[config.mk]
export PLATFORM = sky130hd
export DESIGN_NAME = data_memory_flat
export DESIGN_NICKNAME = d
export VERILOG_FILES = /design/src/rtl/dmem_pkg.sv /design/src/rtl/data_memory_if.sv /design/src/rtl/dmem_access_timer.sv /design/src/rtl/data_memory.sv /design/src/flat_wrapper.sv
export SDC_FILE = /design/constraint.sdc
export NUM_CORES = 2
export LEC_CHECK = 0
export BUFFER_PORTS_ARGS = -buffer_cell sky130_fd_sc_hd__buf_2
export CAP_MARGIN = 20
export CORE_ASPECT_RATIO = 1.5
export CORE_MARGIN = 3
export CORE_UTILIZATION = 35
export CTS_BUF_LIST = sky130_fd_sc_hd__clkbuf_2
export DETAILED_ROUTE_END_ITERATION = 6
export GPL_TIMING_DRIVEN = 0
export MAX_ROUTING_LAYER = met4
export PLACE_DENSITY = 0.45
export RECOVER_POWER = 100
export SETUP_SLACK_MARGIN = 0.1
export SYNTH_ARGS = -nofsm -noshare
export SYNTH_HDL_FRONTEND = slang
export SYNTH_SLANG_ARGS = --single-unit
[constraint.sdc]
create_clock -name CLK -period 5.13 [get_ports CLK]
set_clock_uncertainty 0.05 [all_clocks]
set_input_delay 1.026 -clock CLK [delete_from_list [all_inputs] [get_ports CLK]]
set_output_delay 1.026 -clock CLK [all_outputs]
set_load 0.01 [all_outputs]
[src/rtl/dmem_pkg.sv]
// rtl/dmem_pkg.sv - shared types and constants for the data memory
package dmem_pkg;

    typedef enum logic [1:0] {
        IDLE = 2'd0,
        BUSY = 2'd1,
        DONE = 2'd2
    } state_t;

    localparam int ACCESS_CYCLES_DEF = 5;
    localparam int CNT_W             = 4;

    // Counter preload: the accept cycle and the commit cycle are both part of
    // the BUSYWAIT window, so the counter only covers the cycles in between.
    function automatic logic [CNT_W-1:0] cnt_preload(input int access_cycles);
        return CNT_W'(access_cycles - 2);
    endfunction

endpackage

[src/rtl/data_memory_if.sv]
// rtl/data_memory_if.sv - CPU load/store port with READ/WRITE/BUSYWAIT handshake
interface data_memory_if #(
    parameter int ADDR_W = 8,
    parameter int DATA_W = 8
);
    logic              READ;
    logic              WRITE;
    logic [ADDR_W-1:0] ADDRESS;
    logic [DATA_W-1:0] WRITEDATA;
    logic [DATA_W-1:0] READDATA;
    logic              BUSYWAIT;

    modport master (
        output READ, WRITE, ADDRESS, WRITEDATA,
        input  READDATA, BUSYWAIT
    );

    modport slave (
        input  READ, WRITE, ADDRESS, WRITEDATA,
        output READDATA, BUSYWAIT
    );
endinterface

[src/rtl/dmem_access_timer.sv]
// rtl/dmem_access_timer.sv - loadable down-counter timing one memory access
module dmem_access_timer
    import dmem_pkg::*;
(
    input  logic             clk,
    input  logic             rst_n,
    input  logic             load,
    input  logic [CNT_W-1:0] load_val,
    input  logic             dec,
    output logic             zero
);

    logic [CNT_W-1:0] cnt_q;

    // Load has priority; decrement saturates at zero.
    always_ff @(posedge clk or negedge rst_n) begin
        if (!rst_n) begin
            cnt_q <= '0;
        end else if (load) begin
            cnt_q <= load_val;
        end else if (dec && (cnt_q != '0)) begin
            cnt_q <= cnt_q - 1'b1;
        end
    end

    assign zero = (cnt_q == '0);

endmodule

[src/rtl/data_memory.sv]
// rtl/data_memory.sv - fixed-latency byte memory on the CPU load/store port (option: DMEM_RESET_CLEAR_EN)
module data_memory
    import dmem_pkg::*;
#(
    parameter int ADDR_W        = 8,
    parameter int DATA_W        = 8,
    parameter int ACCESS_CYCLES = ACCESS_CYCLES_DEF
)(
    input  logic          CLK,
    input  logic          RESET,
    data_memory_if.slave  bus
);

    localparam int DEPTH = 2 ** ADDR_W;

    logic [DATA_W-1:0] mem [DEPTH];

    state_t            state_q;
    state_t            state_d;
    logic              accept;
    logic              commit;
    logic              cnt_zero;

    logic              req_write;
    logic              req_read;
    logic [ADDR_W-1:0] req_addr;
    logic [DATA_W-1:0] req_data;
    logic [DATA_W-1:0] rdata_q;

    // State register.
    always_ff @(posedge CLK or negedge RESET) begin
        if (!RESET) begin
            state_q <= IDLE;
        end else begin
            state_q <= state_d;
        end
    end

    // Next state: accept in IDLE, commit when the timer expires, and a single
    // DONE slot in which requests are ignored so the CPU can drop them.
    always_comb begin
        state_d = state_q;
        accept  = 1'b0;
        commit  = 1'b0;
        case (state_q)
            IDLE: begin
                if (bus.READ || bus.WRITE) begin
                    accept  = 1'b1;
                    state_d = BUSY;
                end
            end
            BUSY: begin
                if (cnt_zero) begin
                    commit  = 1'b1;
                    state_d = DONE;
                end
            end
            DONE: begin
                state_d = IDLE;
            end
            default: begin
                state_d = IDLE;
            end
        endcase
    end

    dmem_access_timer u_timer (
        .clk      (CLK),
        .rst_n    (RESET),
        .load     (accept),
        .load_val (cnt_preload(ACCESS_CYCLES)),
        .dec      (state_q == BUSY),
        .zero     (cnt_zero)
    );

    // Request latch: the bus is only sampled at accept; READ+WRITE counts as a write.
    always_ff @(posedge CLK or negedge RESET) begin
        if (!RESET) begin
            req_write <= 1'b0;
            req_read  <= 1'b0;
            req_addr  <= '0;
            req_data  <= '0;
        end else if (accept) begin
            req_write <= bus.WRITE;
            req_read  <= bus.READ && !bus.WRITE;
            req_addr  <= bus.ADDRESS;
            req_data  <= bus.WRITEDATA;
        end
    end

`ifdef DMEM_RESET_CLEAR_EN
    // Storage array, wiped to zero whenever RESET is asserted.
    always_ff @(posedge CLK or negedge RESET) begin
        if (!RESET) begin
            for (int i = 0; i < DEPTH; i++) begin
                mem[i] <= '0;
            end
        end else if (commit && req_write) begin
            mem[req_addr] <= req_data;
        end
    end
`else
    // Storage array without reset so it can map onto block RAM; a reset
    // mid-access forces IDLE, so an aborted write never reaches commit.
    always_ff @(posedge CLK) begin
        if (commit && req_write) begin
            mem[req_addr] <= req_data;
        end
    end
`endif

    // Read result register: only a completed read updates it.
    always_ff @(posedge CLK or negedge RESET) begin
        if (!RESET) begin
            rdata_q <= '0;
        end else if (commit && req_read) begin
            rdata_q <= mem[req_addr];
        end
    end

    assign bus.READDATA = rdata_q;
    assign bus.BUSYWAIT = RESET &&
                          (((state_q == IDLE) && (bus.READ || bus.WRITE)) ||
                           (state_q == BUSY));

endmodule

[src/flat_wrapper.sv]
// flat-port wrapper written by rule: the top's interface ports become plain ports
module data_memory_flat import dmem_pkg::*;
#(
    parameter int ADDR_W        = 8,
    parameter int DATA_W        = 8,
    parameter int ACCESS_CYCLES = ACCESS_CYCLES_DEF
)
  (CLK, RESET, bus_READ, bus_WRITE, bus_ADDRESS, bus_WRITEDATA, bus_READDATA, bus_BUSYWAIT);
  data_memory_if #(.ADDR_W(ADDR_W), .DATA_W(DATA_W)) bus_i ();
  input  logic CLK;
  input  logic RESET;
  input wire logic [$bits(bus_i.READ)-1:0] bus_READ;
  input wire logic [$bits(bus_i.WRITE)-1:0] bus_WRITE;
  input wire logic [$bits(bus_i.ADDRESS)-1:0] bus_ADDRESS;
  input wire logic [$bits(bus_i.WRITEDATA)-1:0] bus_WRITEDATA;
  output wire logic [$bits(bus_i.READDATA)-1:0] bus_READDATA;
  output wire logic [$bits(bus_i.BUSYWAIT)-1:0] bus_BUSYWAIT;
  assign bus_i.READ = bus_READ;
  assign bus_i.WRITE = bus_WRITE;
  assign bus_i.ADDRESS = bus_ADDRESS;
  assign bus_i.WRITEDATA = bus_WRITEDATA;
  assign bus_READDATA = bus_i.READDATA;
  assign bus_BUSYWAIT = bus_i.BUSYWAIT;
  data_memory #(.ADDR_W(ADDR_W), .DATA_W(DATA_W), .ACCESS_CYCLES(ACCESS_CYCLES)) u_core (.CLK(CLK), .RESET(RESET), .bus(bus_i));
endmodule
==> metrics.md <==
| Metric | Value |
|---|---|
| Total routed wirelength | 345.4 mm |
| Count of nets left with antenna violations after detail routing | 0 |
| Startpoint of the most critical setup path | u_core.req_addr[2]$_DFFE_PN0P_ |
| Final layout net count | 4538 |
| Post-synth top area share | 0.7613 |
| Starting DRT DRC Count | 6105 |
| Skew-Pair Late Insertion Delay | 1.88 ns |
| Worst Setup Slack post-DPL | -1.919 ns |
| Number of distinct library cells after synthesis | 61 |
| Total Power Consumption | 54330 uW |
| Half-perimeter wire length of the detailed placement result | 230.4 mm |
| Number of synthesis warnings | 0 |
| Number of flops mapped to enable cells by yosys | 2048 |
| Startpoint of the most critical hold path | bus_ADDRESS[4] |
| Failing checks | max-capacitance violations, max-slew violations, negative setup slack |
| Post-synthesis async set-or-reset flop share | 0.01538 |
| Top fanout value on the critical path | 12 |
| H-tree depth | 5 |
| Hold/Removal Path Class | in -> reg |
| Max-slew violation count | 1299 |
| Post-Synthesis Cell Area | 80780 um2 |
| Vias in the first global route | 46.90k |
| Maximum clock insertion buffer count | 4 |
| Ranking of synthesized cells by area | sky130_fd_sc_hd__edfxtp_1 76%, sky130_fd_sc_hd__mux4_2 14%, sky130_fd_sc_hd__mux2i_1 2.0% |
| Synth Area per Inst | 20.82 um2 |
| Reg-to-reg startpoint | u_core.req_addr[2]$_DFFE_PN0P_ |
| Clock tree from TritonCTS | done |
| Sequential share of the synthesized area | 0.7713 |
| Detailed-router iteration count before antenna repair | 6 |
| Gpl congestion | 0.9553 |
| Vias post-DR | 46.26k |
| Via density per instance | 5.803 |
| Leading area contributor after synthesis | sky130_fd_sc_hd__edfxtp_1 |
| Routed wirelength normalized by instance count | 43.33 um |
| Routed met2 length | 169.5 mm |
| Clock sink count | 2080 |
| Number of setup violations in the final report | 244 |
| RSZ-0062 raised after global routing | yes |
| Cell Count Post-Placement | 7015 |
| Final standard cell utilization of the core | 0.3990 |
| Final period util | 1.048 |
| Top layer in use | met4 |
| Worst endpoint required time | 6.40 ns |
| Category of the worst setup path launch point | flip-flop |
| Port Buffer Count | 28 |
| Initial antenna violation count | 23 |
| Num CTS Buffers | 482 |
| Initial Utilization | 0.3524 |
| Flip-flop cell with the highest count after synthesis | sky130_fd_sc_hd__edfxtp_1 |
| Clk Tree Root Cell | sky130_fd_sc_hd__clkbuf_2 |
| Remaining global-route overflow | 0 |
| Achievable Freq | 185.9 MHz |
| Area of the placeable core | 229200 um2 |
| Synth Net Count | 3901 |
| Die Area | 236700 um2 |
| Clock period minus final worst setup slack | 5.378 ns |
| Highest ir drop seen on vdd | 277.4 uV |
| Largest net degree at the start of global routing | 90 |
| Number of top-level pins | 29 |
| Final hold viol count | 0 |
| Clock-pin slew on the worst setup and hold paths | 0.12 ns |
| Max-cap violations | 22 |
| Max-Slew Margin vs Limit | -1.741 |
| Overall die height | 594.4 um |
| Overall routing resource usage | 0.2981 |
| Final cell count without fillers | 7972 |
| Row cnt | 215 |
| Overall die width | 398.3 um |
| Setup WS post-layout | -0.2480 ns |
| Result of the run | finished with violations |
| Fillers | 21.20k |
| Leading cell type by number of instances after synthesis | sky130_fd_sc_hd__edfxtp_1 |
| Cell types with the highest counts after synthesis | 2048 x sky130_fd_sc_hd__edfxtp_1, 493 x sky130_fd_sc_hd__mux4_2, 315 x sky130_fd_sc_hd__nor2_1 |
| Critical setup path kind | reg -> reg |
| Transition at the pin with the smallest max-transition slack | 4.112 ns |
| Data arrival, critical path | 6.64 ns |
| Met1 wire length | 118.6 mm |
| Crit. End Element | flip-flop |
| Area of the multi-input gates | 17950 um2 |
| #FFs+latches synth | 2080 |
| Pwr Density | 594.1 nW/um2 |
| Worst hold slack across all endpoints | 0.1277 ns |
| FF+latch area | 62300 um2 |
| Post-synthesis cell count | 3880 |
| Fraction of layout instances using a drive strength above 1 | 0.3360 |
| First-pass GRT wire length | 447.8 mm |
| Area growth from synthesis to layout | 13.20% |
| Remaining DRCs | 0 |
| Static leakage | 0.02917 uW |
| Metal3 WL | 27.10 mm |
what timing repair did:
| action | in CTS | in global routing |
|---|---|---|
| buffers inserted | 0 | 0 |
| hold buffers | 58 | 0 |
| gates cloned | 0 | 0 |
| setup endpoints to repair | 2039 | 156 |
| resized for setup | 276 | 21 |
| hold endpoints to repair | 55 | 0 |
flip-flops by register name, summed over array words and instances, names as in the netlist:
signal / count
u_core.mem: 2048
u_core.req_data: 8
u_core.req_addr: 8
u_core.bus.READDATA: 8
u_core.state_q: 2
u_core.req_read: 1
u_core.u_timer.cnt_q: 4
u_core.req_write: 1
worst max-delay path, cell delays in order (launching register included):
cell	delay, ns
sky130_fd_sc_hd__dfrtp_1	0.52
sky130_fd_sc_hd__buf_2	0.47
sky130_fd_sc_hd__buf_2	0.86
sky130_fd_sc_hd__clkbuf_2	0.57
sky130_fd_sc_hd__clkbuf_1	0.34
sky130_fd_sc_hd__buf_8	0.25
sky130_fd_sc_hd__nand3_4	0.36
sky130_fd_sc_hd__clkbuf_4	0.51
sky130_fd_sc_hd__nor2_1	0.80
kinds of logic after synthesis:
kind of cell    share of synthesized area
fa+ha+maj                       0.0001549
mux                                0.1578
compound gates                    0.02189
simple gates                      0.03392
flops                              0.7713
xor+xnor                        0.0003253
buf+inv                           0.01467
placed cells by master (no fill, tap or decap), drive strengths merged, types with 42 or more instances in the layout:
cell,n
dlygate4sd3,57
clkinv,162
nand2,201
edfxtp,2048
mux4,493
nor2,315
clkbuf,841
mux2i,163
buf,192
o22ai,44
nand3,42
final cells by class:
| cell class | count | share of cell area |
|---|---|---|
| antenna | 17 | 0.0004652 |
| buffer | 230 | 0.01427 |
| clock buffer | 708 | 0.03875 |
| clock inverter | 176 | 0.008347 |
| inverter | 11 | 0.0004515 |
| multi-input combinational | 1557 | 0.1963 |
| sequential | 2080 | 0.6813 |
| tap | 3038 | 0.04157 |
| timing repair buffer | 155 | 0.01849 |
final timing paths:
kind                                                            to  slack, ns  cells after the start
max in group asynchronous       u_core.bus.READDATA[3]$_DFFE_PN0P_       2.68                      4
worst min register to register        u_core.req_write$_DFFE_PN0P_       0.45                      2
worst max-delay path                  u_core.mem[190][1]$_DFFE_PP_      -0.25                      8
min in group asynchronous           u_core.req_addr[5]$_DFFE_PN0P_       1.01                      4
worst min-delay path                u_core.req_addr[4]$_DFFE_PN0P_       0.13                      4
worst max register to register        u_core.mem[190][1]$_DFFE_PP_      -0.25                      8
through the flow:
stage               TNS (ns)  cell area (um2)
global placement           -            84720
detailed placement  -1764.31            86250
finish                -24.20            91440
global route               0            91430
floorplan                  0            80780
CTS                        0            92030
report_power, final:
group	internal [uW]	switching [uW]	leakage, uW
logic	5850	15800	0.00692
clock network	3820	7010	0.00332
registers	21300	554	0.0189
metal layers:
layer	track usage	vias to the layer above
li1	-	17680
met1	0.3321	24860
met2	0.4802	2784
met3	0.05862	940
met4	0.2104	0
met5	-	-
(Power assumes the default switching activity.)
